===== config.mk =====
export PLATFORM = sky130hd
export DESIGN_NAME = alarm_sequencer
export DESIGN_NICKNAME = d
export VERILOG_FILES = /design/src/rtl/alarm_pkg.sv /design/src/rtl/sec_countdown.sv /design/src/rtl/alarm_sequencer.sv
export SDC_FILE = /design/constraint.sdc
export NUM_CORES = 1
export LEC_CHECK = 0
export BUFFER_PORTS_ARGS = -buffer_cell sky130_fd_sc_hd__buf_2
export CORE_MARGIN = 2
export CORE_UTILIZATION = 40
export DETAILED_ROUTE_END_ITERATION = 16
export GPL_TIMING_DRIVEN = 0
export MAX_ROUTING_LAYER = met4
export PLACE_DENSITY = 0.64
export SLEW_MARGIN = 20
export SYNTH_ARGS = -nofsm -noshare
export SYNTH_HDL_FRONTEND = slang
export SYNTH_HIERARCHICAL = 1
export SYNTH_SLANG_ARGS = --single-unit
export TNS_END_PERCENT = 50

===== constraint.sdc =====
create_clock -name Clk -period 6.3 [get_ports Clk]
set_input_delay 0.315 -clock Clk [delete_from_list [all_inputs] [get_ports Clk]]
set_output_delay 0.315 -clock Clk [all_outputs]
set_load 0.1 [all_outputs]

===== src/rtl/alarm_pkg.sv =====
// +----------------------------------------------------------------------------+
// | alarm_pkg                                                                  |
// | Shared state encoding and field widths for the alarm sequencer.            |
// | Revision: 1.0                                                              |
// +----------------------------------------------------------------------------+
`default_nettype none

package alarm_pkg;

  localparam int HR_W  = 5;
  localparam int MIN_W = 6;
  localparam int SEC_W = 6;
  localparam int TMR_W = 10;
  localparam int SNZ_W = 3;

  typedef enum logic [1:0] {
    DISARMED = 2'd0,
    ARMED    = 2'd1,
    RINGING  = 2'd2,
    SNOOZING = 2'd3
  } state_e;

endpackage

`default_nettype wire


===== src/rtl/sec_countdown.sv =====
// +----------------------------------------------------------------------------+
// | sec_countdown                                                              |
// | Loadable seconds down-counter shared by the ring and snooze phases.        |
// | Revision: 1.0                                                              |
// +----------------------------------------------------------------------------+
`default_nettype none

module sec_countdown
  import alarm_pkg::*;
(
  input  logic             clk,
  input  logic             rst,
  input  logic             load_i,
  input  logic [TMR_W-1:0] load_val_i,
  input  logic             en_i,
  input  logic             tick_i,
  output logic [TMR_W-1:0] count_o,
  output logic             done_o
);

  logic [TMR_W-1:0] count_q;
  logic [TMR_W-1:0] count_d;

  // The count parks at 1; the owner leaves the phase on the done tick.
  always_comb begin
    count_d = count_q;
    if (load_i) begin
      count_d = load_val_i;
    end else if (en_i && tick_i && (count_q > TMR_W'(1))) begin
      count_d = count_q - TMR_W'(1);
    end
  end

  always_ff @(posedge clk) begin
    if (rst) begin
      count_q <= '0;
    end else begin
      count_q <= count_d;
    end
  end

  assign count_o = count_q;
  assign done_o  = en_i && tick_i && (count_q == TMR_W'(1));

endmodule

`default_nettype wire


===== src/rtl/alarm_sequencer.sv =====
// +----------------------------------------------------------------------------+
// | alarm_sequencer                                                            |
// | Alarm match detection and ring / snooze / stop sequencing.                 |
// | Optional feature macro: SNOOZE_LIMIT_EN (caps snoozes at MAX_SNOOZE).      |
// | Revision: 1.0                                                              |
// +----------------------------------------------------------------------------+
`default_nettype none

module alarm_sequencer
  import alarm_pkg::*;
#(
  parameter int RING_SECS   = 60,
  parameter int SNOOZE_SECS = 300,
  parameter int MAX_SNOOZE  = 3
) (
  input  logic             Clk,
  input  logic             Reset,
  input  logic             Tick_1Hz,
  input  logic [HR_W-1:0]  CUR_HR,
  input  logic [MIN_W-1:0] CUR_MIN,
  input  logic [SEC_W-1:0] CUR_SEC,
  input  logic [HR_W-1:0]  AL_HR,
  input  logic [MIN_W-1:0] AL_MIN,
  input  logic             AL_switch,
  input  logic             SNOOZE_btn,
  input  logic             STOP_btn,
  output logic             AL_ON,
  output logic             SNZ_ON,
  output logic [SNZ_W-1:0] SNZ_CNT
);

`ifdef SNOOZE_LIMIT_EN
  localparam logic c_limit_en = 1'b1;
`else
  localparam logic c_limit_en = 1'b0;
`endif

  localparam logic [TMR_W-1:0] c_ring_val   = TMR_W'(RING_SECS);
  localparam logic [TMR_W-1:0] c_snooze_val = TMR_W'(SNOOZE_SECS);
  localparam logic [SNZ_W-1:0] c_max_snz    = SNZ_W'(MAX_SNOOZE);

  state_e           state_q, state_d;
  logic             al_on_q, al_on_d;
  logic             snz_on_q, snz_on_d;
  logic [SNZ_W-1:0] snz_cnt_q, snz_cnt_d;

  logic             w_tmr_load;
  logic [TMR_W-1:0] w_tmr_val;
  logic             w_tmr_en;
  logic             w_tmr_done;
  logic [TMR_W-1:0] w_tmr_count;
  logic             w_match;
  logic             w_stop;

  assign w_match = Tick_1Hz && (CUR_HR == AL_HR) && (CUR_MIN == AL_MIN) &&
                   (CUR_SEC == '0);

  // With the limit enabled, a snooze at the cap acts exactly like STOP.
  assign w_stop = STOP_btn ||
                  (c_limit_en && SNOOZE_btn && (snz_cnt_q == c_max_snz));

  always_comb begin
    state_d    = state_q;
    al_on_d    = al_on_q;
    snz_on_d   = snz_on_q;
    snz_cnt_d  = snz_cnt_q;
    w_tmr_load = 1'b0;
    w_tmr_val  = '0;
    w_tmr_en   = 1'b0;
    if (!AL_switch) begin
      state_d    = DISARMED;
      al_on_d    = 1'b0;
      snz_on_d   = 1'b0;
      snz_cnt_d  = '0;
      w_tmr_load = 1'b1;
    end else begin
      case (state_q)
        DISARMED: begin
          state_d = ARMED;
        end
        ARMED: begin
          if (w_match) begin
            state_d    = RINGING;
            al_on_d    = 1'b1;
            snz_cnt_d  = '0;
            w_tmr_load = 1'b1;
            w_tmr_val  = c_ring_val;
          end
        end
        RINGING: begin
          w_tmr_en = 1'b1;
          if (w_stop) begin
            state_d    = ARMED;
            al_on_d    = 1'b0;
            snz_cnt_d  = '0;
            w_tmr_load = 1'b1;
          end else if (SNOOZE_btn) begin
            state_d    = SNOOZING;
            al_on_d    = 1'b0;
            snz_on_d   = 1'b1;
            snz_cnt_d  = (snz_cnt_q == '1) ? snz_cnt_q : snz_cnt_q + SNZ_W'(1);
            w_tmr_load = 1'b1;
            w_tmr_val  = c_snooze_val;
          end else if (w_tmr_done) begin
            state_d    = ARMED;
            al_on_d    = 1'b0;
            snz_cnt_d  = '0;
            w_tmr_load = 1'b1;
          end
        end
        SNOOZING: begin
          w_tmr_en = 1'b1;
          if (STOP_btn) begin
            state_d    = ARMED;
            snz_on_d   = 1'b0;
            snz_cnt_d  = '0;
            w_tmr_load = 1'b1;
          end else if (w_tmr_done) begin
            state_d    = RINGING;
            al_on_d    = 1'b1;
            snz_on_d   = 1'b0;
            w_tmr_load = 1'b1;
            w_tmr_val  = c_ring_val;
          end
        end
        default: begin
          state_d    = DISARMED;
          al_on_d    = 1'b0;
          snz_on_d   = 1'b0;
          snz_cnt_d  = '0;
          w_tmr_load = 1'b1;
        end
      endcase
    end
  end

  always_ff @(posedge Clk) begin
    if (Reset) begin
      state_q   <= DISARMED;
      al_on_q   <= 1'b0;
      snz_on_q  <= 1'b0;
      snz_cnt_q <= '0;
    end else begin
      state_q   <= state_d;
      al_on_q   <= al_on_d;
      snz_on_q  <= snz_on_d;
      snz_cnt_q <= snz_cnt_d;
    end
  end

  sec_countdown u_timer (
    .clk        (Clk),
    .rst        (Reset),
    .load_i     (w_tmr_load),
    .load_val_i (w_tmr_val),
    .en_i       (w_tmr_en),
    .tick_i     (Tick_1Hz),
    .count_o    (w_tmr_count),
    .done_o     (w_tmr_done)
  );

  assign AL_ON   = al_on_q;
  assign SNZ_ON  = snz_on_q;
  assign SNZ_CNT = snz_cnt_q;

  logic w_unused;
  assign w_unused = ^w_tmr_count;

endmodule

`default_nettype wire


# Yosys cells after proc, flatten, opt, wreduce, memory -nomap -nowiden
# Cells that the tools add are included.
classes:
  eq_ne: 16
  reduce_logical: 17
  order_cmp: 1
  addsub: 2
  mux: 43
  n_bitwise: 1
ops:
  columns: ["operator", "n"]
  rows:
  - ["$mux 10", 3]
  - ["$pmux 9 s3", 1]
  - ["$mux 3", 6]
  - ["$mux 6", 3]
  - ["$mux 9", 2]
  - ["$mux 1", 17]
  - ["$mux 2", 6]
  - ["$eq 10x1->1 const B", 1]
  - ["$gt 10x1->1 const B", 1]
  - ["$ne 2x2->1 const B", 5]
  - ["$reduce_and 5->1", 2]
  - ["$sub 10x1->10 const B", 1]
  - ["$pmux 3 s3", 1]
  - ["$pmux 2 s4", 1]
  - ["$eq 6x6->1", 1]
  - ["$logic_and 1x1->1", 6]
  - ["$logic_not 6->1", 1]
  - ["$pmux 1 s3", 2]
  - ["$eq 5x5->1", 1]
  - ["$eq 2x2->1 const B", 2]
  - ["$ne 4x3->1 const B", 1]
  - ["$ne 4x4->1 const B", 1]
  - ["$reduce_and 4->1", 1]
  - ["$reduce_bool 2->1", 2]
  - ["other kinds (11)", 12]
totals:
  regBits: 17
  word_cells: 85
  out_inout_bits: 5
  inputBits: 34

# Depth between registers and ports, before layout
logic_depth:
  word_depth: 12
  mapped_depth: 10
  mapped_depth_nobuf: 10

# Cells and area by module
# Netlist, hierarchy kept.
modules_own_cells:
  columns: ["module", "instances", "cells_per_inst", "seq_area_each_um2", "area_per_inst_um2"]
  rows:
  - ["sec_countdown", 1, 79, 200.2, 695.7]
  - ["alarm_sequencer", 1, 73, 140.1, 626.9]

# Least setup slack after synthesis
# No wires, ideal clock.
synth_path:
  path_type: "flip-flop to flip-flop"
  from: "register u_timer.count_q[3], in the netlist u_timer/count_o[3]"
  to: "register u_timer.count_q[5], in the netlist u_timer/count_o[5]"
  setup_ns: 0.103
  path_slack_ns: 3.965
  stages_incl_launch_ff: 8
  arrival_time_ns: 2.232
  required_time_ns: 6.197
  cell_sequence: "dfxtp_1 -> nor4_4 -> and4_1 -> nor4b_1 -> o21ai_0 -> clkbuf_1 -> a311oi_1 -> a2111oi_2"
synth_via:
  elab_chain_len: 8
synth_rtl:
  columns: ["element", "line_no", "text"]
  rows:
  - ["start: declaration", "sec_countdown.sv:21", "logic [TMR_W-1:0] count_q;"]
  - ["start signal: assignment", "sec_countdown.sv:38", "count_q <= count_d;"]
  - ["$eq 10x1->1 *", "sec_countdown.sv:43", "assign done_o = en_i && tick_i && (count_q == TMR_W'(1));"]
  - ["$logic_and 1x1->1 *", "sec_countdown.sv:43", null]
  - ["named net w_tmr_done", "alarm_sequencer.sv:50", "logic w_tmr_done;"]
  - ["$mux 1 *", "alarm_sequencer.sv:104, alarm_sequencer.sv:118", null]
  - ["$mux 1", "alarm_sequencer.sv:97", "end else if (SNOOZE_btn) begin"]
  - ["$mux 1", "alarm_sequencer.sv:92", "if (w_stop) begin"]
  - ["$pmux 1 s3 *", "alarm_sequencer.sv:77", "case (state_q)"]
  - ["$mux 1 *", "alarm_sequencer.sv:70", "if (!AL_switch) begin"]
  - ["named net w_tmr_load", "alarm_sequencer.sv:47", "logic w_tmr_load;"]
  - ["$mux 10 / $reduce_bool 2->1 (equally long branches)", null, null]
# The timed path passes the listed nets; every way through them passes the cells marked *. The select of a mux whose other input is x is not followed.
# A chain may end at the register's enable or synchronous reset.

# Worst setup path in the final report
# Same ends and word-level chain as after synthesis.

==> metrics.md <==
| Metric | Value |
|---|---|
| Inserted Diodes | `0` |
| Syn Area/Cell | `between 8 and 9 um^2` |
| Area growth syn-to-layout | `21.7%` |
| Drt via density | `5.28` |
| Fin nets | `237` |
| Final worst path period need | `between 2000 and 3000 ps` |
| Overall routed net length | `3040 um` |
| Cts hold-fix bufs | `0` |
| Vias in the first global route | `1297` |
| Sequential Power Share | `between 50 and 60%` |
| Die height | `a little over 60 um` |
| Placed cells | `238` |
| Pin count of the biggest net entering global routing | `11` |
| Ys flop type | `dfxtp_1` |
| CP bufs+invs | `1` |
| Row count | `20` |
| Ports | `39` |
| DR WL/cell | `12.6 um` |
| GR Layer Usage met3 | `4.62%` |
| Mapped cell area | `0.00132 mm^2` |
| Final worst setup slack | `roughly 3500 ps` |
| CTS Buffer Depth | `2` |
| Initial antenna violation count | `0` |
| Pwr Density | `~140 mW/mm^2` |
| Vias | `1278` |
| CTS tree | `yes` |
| Buffers added on ports | `38` |
| Resize count post-CTS | `0` |
| GRT Max-Usage Layer | `met2` |
| Fin crit share | `between 40% and 50%` |
| Finished Cell Area | `0.00161 mm^2` |
| Worst EP required | `6490 ps` |
| Achievable Freq | `roughly 350 MHz` |
| Worst skew pair latency | `290 ps` |
| CP Class | `reg2reg` |
| First-pass GRT wire length | `5230 um` |
| Die area | `0.00378 mm^2` |
| Sw Share | `30.2%` |
| Async set-reset flop share out of synthesis | `0%` |
| Slew at the pin with the worst max-slew slack | `a little under 700 ps` |
| All-Layer GR Usage | `18.8%` |
| Crit path max-delay family | `simple AND/OR/NAND/NOR gates` |
| H-tree levels | `1` |
| Final setup vio count | `0` |
| Startpoint Class | `flop` |
| Crit-path max FO | `10` |
| Drt first pass iters | `4` |
| Final Max Slew Viols | `0` |
| Detail Route Antenna Nets | `0` |
| Max-Cap Viols | `0` |
| CP Capture Type | `flop` |
| Peak VDD IR | `92.8 uV` |
| Num Clock Sinks | `17` |
| GRT overflow | `0` |
| Drt drc | `0` |
| CP max-delay cell | `nor4_4` |
| Starting Density | `42.6%` |
| Setup Skew | `1.21 ps` |
| P_sw | `70.2 uW` |
| Cell Area, Placed | `0.00158 mm^2` |
| Dpl hpwl | `approximately 2400 um` |
| Place WS | `3500 ps` |
| Synth warn | `6` |
| Final Hold Fails | `0` |
| CORE AREA | `0.00310 mm^2` |
| Root buffer cell | `clkbuf_4` |
| Seq/Total Area, Yosys | `25.7%` |
| CP cell instances | `nor4_4, and4_1, nor4b_1, o21ai_0, clkbuf_1, a311oi_1, a2111oi_2` |
| Status | `complete, no violations` |
| Yosys reg bits | `17` |
| Setup TNS | `0 ps` |
| Worst stage delay on the critical path | `530 ps` |
| Met2 GRT Util | `between 30% and 40%` |
| Post-synth top area share | `25.7%` |
| Netlist cell types | `49` |
| RSZ-0062 raised after global routing | `false` |
| Layout cells sized above 1 | `a little under 30%` |
| Hold crit path type | `in2reg` |
| Post-Layout Cell Count | `242` |
| TritonCTS buffer count | `3` |
| Die Wd | `61.5 um` |
| EDFF count, synth | `0` |
| Crit path DAT | `3040 ps` |
| Ranking of synthesized cells by area | `dfxtp_1, xnor2_1, nor2_1` |
| Clock share of power | `25.6%` |
| Comb pwr share | `roughly a quarter` |
| Post-CTS setup buffers | `0` |
| Leak | `0.631 nW` |
| Worst-path clk slew | `roughly 100 ps` |
| Largest area contributor in the netlist | `dfxtp_1` |
| Worst slew margin | `a little over half` |
| Final core occ | `between 50 and 60%` |
| Cell count after synthesis | `between 150 and 200` |
| GR met1 Demand/Resource | `20.8%` |
| Iter 0 DRT Violations | `38` |
| Pint | `around 160 uW` |
| Placer Congestion | `0.890` |
area by class of cell:
| cell class | instances | area (um^2) |
|---|---|---|
| fillers | 326 | 1490 |
| repair buffers | 38 | 190 |
| clock buffers | 4 | 26.3 |
| well taps | 44 | 55.1 |
| multi-input cells | 128 | 956 |
| inverters | 8 | 30.0 |
| flip-flops and latches | 17 | 340 |
| plain buffers | 3 | 11.3 |
synthesized netlist by cell type, types with 2 or more instances:
cell type / instances
nor2_1: 19
dfxtp_1: 17
xnor2_1: 12
inv_1: 8
nor3_1: 7
a211oi_1: 6
a21oi_1: 5
nand2_1: 5
nor2b_1: 5
o21ai_0: 5
ha_1: 4
nand4_1: 4
a311oi_1: 3
and4_1: 3
clkbuf_1: 3
nor3b_1: 3
a2111oi_2: 2
a22o_1: 2
a31oi_1: 2
and2_1: 2
nand2b_1: 2
nand3_1: 2
nor3_2: 2
nor4_1: 2
nor4_4: 2
nor4b_4: 2
sequential cells by signal, summed over array words and instances (netlist names):
register / count
u_timer/count_o: 10
SNZ_CNT: 3
state_q: 2
AL_ON: 1
SNZ_ON: 1
worst register-to-register path, stage by stage (launching register included):
cell and delay (ps):
dfxtp_1 400, nor4_4 530, and4_1 400, nor4b_1 80
o21ai_0 460, clkbuf_1 450, a311oi_1 130, a2111oi_2 300
worst paths after layout:
check	start	endpoint	slack, ps	cells after the start
max	u_timer/count_o[3]$_SDFFE_PP0P_	u_timer/count_o[5]$_SDFFE_PP0P_	3460	7
min	Reset	u_timer/count_o[8]$_SDFFE_PP0P_	270	2
max reg2reg	u_timer/count_o[3]$_SDFFE_PP0P_	u_timer/count_o[5]$_SDFFE_PP0P_	3460	7
min reg2reg	SNZ_ON$_SDFFE_PP0P_	SNZ_ON$_SDFFE_PP0P_	530	2
logic make-up (layout without fill, tap and decap cells):
logic type	after synthesis	after routing	synth area share [%]
and+or+nand+nor	69	69	35.1
AOI/OAI and AO/OA	35	35	21.5
DFF	17	17	25.7
xor gates and xnor gates	13	13	8.61
buffers and inverters	11	53	3.12
adders and majority gates	4	4	3.78
muxes	2	2	1.89
other	1	5	0.284
cells in the final DEF (no fill, tap or decap), types with 2 or more instances in the layout:
master,Yosys,routed
dfxtp_1,17,17
a21oi_1,5,5
nor3_2,2,2
a311oi_1,3,3
conb_1,1,5
inv_1,8,8
nor4b_4,2,2
nor3_1,7,7
nor3b_1,3,3
nand2b_1,2,2
a211oi_1,6,6
nand4_1,4,4
o21ai_0,5,5
nor2_1,19,19
xnor2_1,12,12
and4_1,3,3
a22o_1,2,2
clkbuf_4,0,3
and2_1,2,2
a31oi_1,2,2
clkbuf_1,3,4
nor4_4,2,2
nor4_1,2,2
ha_1,4,4
a2111oi_2,2,2
nor2b_1,5,5
nand2_1,5,5
buf_2,0,38
nand3_1,2,2
routing by layer:
| metal | wire (um) | up-vias | part of all wire, % |
|---|---|---|---|
| li1 | - | 658 | - |
| met1 | 1320 | 589 | 43 |
| met2 | 1530 | 25 | 50 |
| met3 | 135 | 6 | 4.4 |
| met4 | 51 | 0 | 1.7 |
| met5 | 0 | - | 0 |
per-stage QoR:
stage	power [mW]	hold slack (ps)
3_3_place_gp	0.173	485
4_1_cts	0.237	260
3_5_place_dp	0.175	507
2_1_floorplan	0.154	394
5_1_grt	0.248	263
6_report	0.232	274
power by group through the flow:
stage | logic [mW] | registers (mW) | clock network, mW
final | 0.0564 | 0.116 | 0.0594
after global routing | 0.0623 | 0.117 | 0.0684
after CTS | 0.0565 | 0.116 | 0.0640
after detailed placement | 0.0563 | 0.119 | 0
after global placement | 0.0545 | 0.119 | 0
after floorplan | 0.0367 | 0.118 | 0
Power figures use the tool's default switching activity.
